==> config.mk <==
export PLATFORM = sky130hd
export DESIGN_NAME = free_list
export DESIGN_NICKNAME = d
export VERILOG_FILES = /design/src/rtl/free_list.sv
export SDC_FILE = /design/constraint.sdc
export NUM_CORES = 1
export LEC_CHECK = 0
export BUFFER_PORTS_ARGS = -buffer_cell sky130_fd_sc_hd__buf_2
export CAP_MARGIN = 5
export CORE_ASPECT_RATIO = 0.75
export CORE_UTILIZATION = 64
export CTS_CLUSTER_DIAMETER = 40
export DETAILED_ROUTE_END_ITERATION = 10
export GPL_ROUTABILITY_DRIVEN = 0
export PLACE_DENSITY_LB_ADDON = 0.3
export SYNTH_ARGS = -nofsm -noshare
export SYNTH_HDL_FRONTEND = slang
export SYNTH_SLANG_ARGS = --single-unit
==> constraint.sdc <==
create_clock -name clock -period 8.7 [get_ports clock]
set_input_delay 1.305 -clock clock [delete_from_list [all_inputs] [get_ports clock]]
set_output_delay 1.305 -clock clock [all_outputs]
set_load 0.1 [all_outputs]
==> src/rtl/free_list.sv <==
// Physical-register free list: hands out up to N_WAY tags per cycle, reclaims retired
// old mappings, and rewinds the speculative head to the architectural head on a flush.
module free_list #(
    parameter int N_WAY      = 2,
    parameter int N_PHYS_REG = 64,
    parameter int N_ARCH_REG = 32,
    parameter int CDB_BITS   = $clog2(N_PHYS_REG),
    parameter int FL_DEPTH   = N_PHYS_REG - N_ARCH_REG
) (
    input  logic                             clock,
    input  logic                             reset,
    input  logic [N_WAY-1:0]                 alloc_req,
    output logic [N_WAY-1:0][CDB_BITS-1:0]   alloc_tag,
    output logic [N_WAY-1:0]                 alloc_valid,
    output logic [$clog2(N_WAY):0]           free_num,
    input  logic [N_WAY-1:0]                 retire_valid,
    input  logic [N_WAY-1:0][CDB_BITS-1:0]   retire_tag,
    input  logic [N_WAY-1:0][CDB_BITS-1:0]   retire_told,
    input  logic                             branch_haz
);

    localparam int PW = $clog2(FL_DEPTH);
    localparam int CW = $clog2(FL_DEPTH + 1);
    localparam int FW = $clog2(N_WAY) + 1;

    typedef logic [PW-1:0] ptr_t;
    typedef logic [CW-1:0] cnt_t;

    logic [CDB_BITS-1:0] mem [FL_DEPTH];
    ptr_t                spec_head;
    ptr_t                arch_head;
    ptr_t                tail;
    cnt_t                spec_count;

    cnt_t                g_tot;
    cnt_t                f_tot;
    logic [N_WAY-1:0]    wr_en;
    ptr_t [N_WAY-1:0]    wr_idx;

    // Grants are packed onto consecutive entries starting at spec_head.
    always_comb begin
        g_tot       = '0;
        alloc_valid = '0;
        alloc_tag   = '0;
        for (int i = 0; i < N_WAY; i++) begin
            if (alloc_req[i] && !branch_haz && (g_tot < spec_count)) begin
                alloc_valid[i] = 1'b1;
                alloc_tag[i]   = mem[spec_head + g_tot[PW-1:0]];
                g_tot          = g_tot + cnt_t'(1);
            end
        end
    end

    always_comb begin
        f_tot  = '0;
        wr_en  = '0;
        wr_idx = '0;
        for (int i = 0; i < N_WAY; i++) begin
            if (retire_valid[i] && (retire_tag[i] != '0)) begin
                wr_en[i]  = 1'b1;
                wr_idx[i] = tail + f_tot[PW-1:0];
                f_tot     = f_tot + cnt_t'(1);
            end
        end
    end

    assign free_num = (spec_count >= cnt_t'(N_WAY)) ? FW'(N_WAY) : FW'(spec_count);

    always_ff @(posedge clock or posedge reset) begin
        if (reset) begin
            for (int i = 0; i < FL_DEPTH; i++) begin
                mem[i] <= CDB_BITS'(N_ARCH_REG + i);
            end
            spec_head  <= '0;
            arch_head  <= '0;
            tail       <= '0;
            spec_count <= cnt_t'(FL_DEPTH);
        end else begin
            for (int i = 0; i < N_WAY; i++) begin
                if (wr_en[i]) begin
                    mem[wr_idx[i]] <= retire_told[i];
                end
            end
            tail      <= tail + f_tot[PW-1:0];
            arch_head <= arch_head + f_tot[PW-1:0];
            // Squashed tags sit between arch_head and spec_head, so rewinding reclaims them.
            if (branch_haz) begin
                spec_head  <= arch_head + f_tot[PW-1:0];
                spec_count <= cnt_t'(FL_DEPTH);
            end else begin
                spec_head  <= spec_head + g_tot[PW-1:0];
                spec_count <= spec_count - g_tot + f_tot;
            end
        end
    end

    // arch_head..tail always spans the whole list, which with wrapping pointers means equality.
    a_arch_span_full: assert property (@(posedge clock) disable iff (reset)
        tail == arch_head);

    a_count_range: assert property (@(posedge clock) disable iff (reset)
        spec_count <= cnt_t'(FL_DEPTH));

    a_count_matches_ptrs: assert property (@(posedge clock) disable iff (reset)
        spec_count[PW-1:0] == ptr_t'(tail - spec_head));

endmodule

==> reports/qor.csv <==
metric,value,unit
status,"finished, final reports clean",
total grt overflow,0,
H-Tree Depth,1,
Post-synth EDFFs,0,
P_leak,6.27,nW
Final WS setup,2.36,ns
syn_nets,1254,
Setup crit start kind,input pin,
Top delay family on crit path,adder cells,
first-pass GRT wire length,66800,µm
setup TNS,0,ns
Post-DP HPWL,29500,µm
Max Clock Skew,0.0114,ns
Worst Setup SP,branch_haz,
CTS max path bufs,3,
Post-CTS Setup Repair Bufs,0,
Final ANT Viol Nets,0,
total track usage,0.386,
sw frac,0.401,
"area leader, netlist",mux2_2,
I/O pin cnt,47,
DRC,0,
Max-Cap Viols,0,
n_diodes,0,
R2R Path Start,spec_count[3]$_DFF_PP0_,
"Seq/Total Area, Yosys",0.376,
"Hold Violations, Final",0,
Clock Pin Slew Worst Setup and Hold Paths,0.06,ns
Least-Margin Pin Slew,1.30,ns
DRC marker count from the first detailed-route iteration,1562,
Switch Pwr,2.74,mW
CTS-repair resized insts,0,
initial antenna violation count,0,
die area,23400,µm²
power per cell area,431,nW/µm²
crit path time final,6.34,ns
# clock sinks,213,
CTS root buf,clkbuf_16,
CTS buffer count,28,
DRT Wirelength,44000,µm
Die W,176,µm
share of Yosys cell area claimed by the top area cell type,0.224,
CP Depth,10,
largest net degree at the start of global routing,135,
"Buf+Inv Stages, Crit Path",3,
Max Freq,0.158,GHz
Routed wire per std cell,29.3,µm
vias,11000,
Post-Syn Instances,1196,
nets,1245,
Vias/cell,7.29,
RSZ-0062 raised after global routing,false,
IO Port Bufs,46,
"Avg Cell Area, Syn",12.2,µm²
"Slowest-stage cell, CP",ha_2,
Min-Delay Path Class,flop to flop,
Pint,4.11,mW
slew margin rel.,0.127,
die extent in y,133,µm
fillcell total,1481,
Worst Setup EP,alloc_tag[11],
Synth area leaders,"mux2_2 (22%), dfstp_2 (20%), dfrtp_1 (17%)",
r2r endpoint,spec_count[5]$_DFF_PP1_,
crit end category,output pin,
#FFs+latches synth,213,
fin util,0.717,
Worst EP arrival,5.03,ns
Initial Util,0.656,
warnings from Yosys,0,
Seq pwr share,0.341,
CTS tree,done,
post-synthesis cell area,14600,µm²
"Slew Viols, Final",0,
combinational share of power,0.480,
Cell variety after synth,55,
first-pass iteration count of the detailed router,5,
reg2reg path depth,13,
R2R Setup Slk,5.24,ns
Synth Flop Type,dfstp_2,
crit path kind,input pin to output pin,
cell chain of the critical path,"buf_2, inv_1, o311a_1, ha_4, ha_2, mux4_2, mux2i_1, o22a_1, o221ai_1, buf_2",
Max IR drop VDD,239,µV
clk_lat worst skew,0.55,ns
area grow syn2layout,9.27,%
CP max FO,48,
max incr delay on CP,1.06,ns
Setup WS pre-CTS,2.53,ns
hold buffer count at CTS,0,
Most Frequent Cell on Critical Path,buf_2,
vias in the first global route,10700,
asr flop ratio synth,1.00,
Tcrit/Tclk final,0.728,
layout cells sized above 1,0.500,
CORE AREA,22200,µm²
part of the power in the clock network,0.179,
Site Rows,47,
critical path required time,7.39,ns
endpoints failing setup,0,
## Yosys cell counts (all sizes together), types with 3 or more instances
| master | count |
|---|---|
| a211oi | 9 |
| mux2 | 291 |
| nand3b | 6 |
| xnor2 | 10 |
| inv | 28 |
| buf | 34 |
| o22a | 6 |
| nor3 | 6 |
| xor2 | 7 |
| and3 | 8 |
| o311a | 3 |
| nand3 | 17 |
| a21oi | 18 |
| clkbuf | 59 |
| dfstp | 113 |
| dfrtp | 100 |
| nor4 | 3 |
| mux2i | 103 |
| o221ai | 12 |
| ha | 22 |
| o22ai | 6 |
| a22oi | 11 |
| nor2b | 10 |
| fa | 5 |
| nand2b | 3 |
| nor2 | 62 |
| a21o | 3 |
| mux4 | 84 |
| nand2 | 78 |
| o21ai | 49 |
| o311ai | 4 |
## how the worst min path moves through the flow
| stage | start | to | slack [ns] | cells past startpoint |
|---|---|---|---|---|
| floorplan | arch_head[4]$_DFF_PP0_ | arch_head[4]$_DFF_PP0_ | 0.44 | 1 |
| global placement | arch_head[4]$_DFF_PP0_ | arch_head[4]$_DFF_PP0_ | 0.45 | 1 |
| detailed placement | arch_head[4]$_DFF_PP0_ | arch_head[4]$_DFF_PP0_ | 0.46 | 1 |
| CTS | arch_head[4]$_DFF_PP0_ | arch_head[4]$_DFF_PP0_ | 0.47 | 1 |
| global route | arch_head[4]$_DFF_PP0_ | arch_head[4]$_DFF_PP0_ | 0.50 | 1 |
| finish | arch_head[4]$_DFF_PP0_ | arch_head[4]$_DFF_PP0_ | 0.47 | 1 |
## final cells by class
type / count / area, µm² / share of cell area
clock inverter: 16 / 216 / 0.0136
tap: 294 / 368 / 0.0231
clock buffer: 36 / 782 / 0.0492
sequential: 213 / 5480 / 0.344
timing repair buffer: 54 / 290 / 0.0183
multi-input combinational: 862 / 8660 / 0.544
inverter: 28 / 113 / 0.00708
## registers in the layout, indices dropped and copies added, names as in the netlist
| name | flops |
|---|---|
| spec_head | 5 |
| spec_count | 6 |
| mem | 192 |
| tail | 5 |
| arch_head | 5 |
## placed cells by master, fill, tap and decap left out, drive strengths merged, types with 31 or more instances in the layout
cell type    n
mux2i      103
mux4        84
mux2       291
clkbuf      37
inv         31
buf         53
o21ai       49
nand2       78
dfstp      113
dfrtp      100
nor2        62
## cells by family after synthesis
| group | share of synthesized area |
|---|---|
| muxes | 0.426 |
| and+or+nand+nor | 0.0624 |
| AOI/OAI and AO/OA | 0.0668 |
| buffers and inverters | 0.0327 |
| adders and majority gates | 0.0258 |
| xor gates and xnor gates | 0.0102 |
| DFF | 0.376 |
## power groups by stage
| stage | Clock [mW] | Sequential, mW | Combinational, mW |
|---|---|---|---|
| after floorplan | 0 | 1.88 | 2.73 |
| after global placement | 0 | 2.26 | 3.11 |
| after global routing | 1.27 | 2.34 | 3.48 |
| after CTS | 1.23 | 2.26 | 3.23 |
| after detailed placement | 0 | 2.27 | 3.21 |
| final | 1.23 | 2.33 | 3.29 |
## routing by layer
metal / vias up / part of all wire / track usage
met4: 0 / 0.032 / 0.107
met5: - / 0 / 0
met1: 5508 / 0.39 / 0.566
li1: 4472 / - / -
met2: 856 / 0.43 / 0.557
met3: 127 / 0.15 / 0.114
## per-stage QoR
| step | instances | hold WS [ns] | area [µm²] | total power, mW |
|---|---|---|---|---|
| global placement | 1450 | 0.454 | 14900 | 5.37 |
| CTS | 1502 | 0.472 | 15900 | 6.73 |
| finish | 1503 | 0.474 | 15900 | 6.85 |
| detailed placement | 1450 | 0.458 | 14900 | 5.48 |
| global route | 1503 | 0.496 | 15900 | 7.10 |
| floorplan | 1196 | 0.436 | 14600 | 4.60 |
Note: power is estimated with default switching activity, not from simulation.
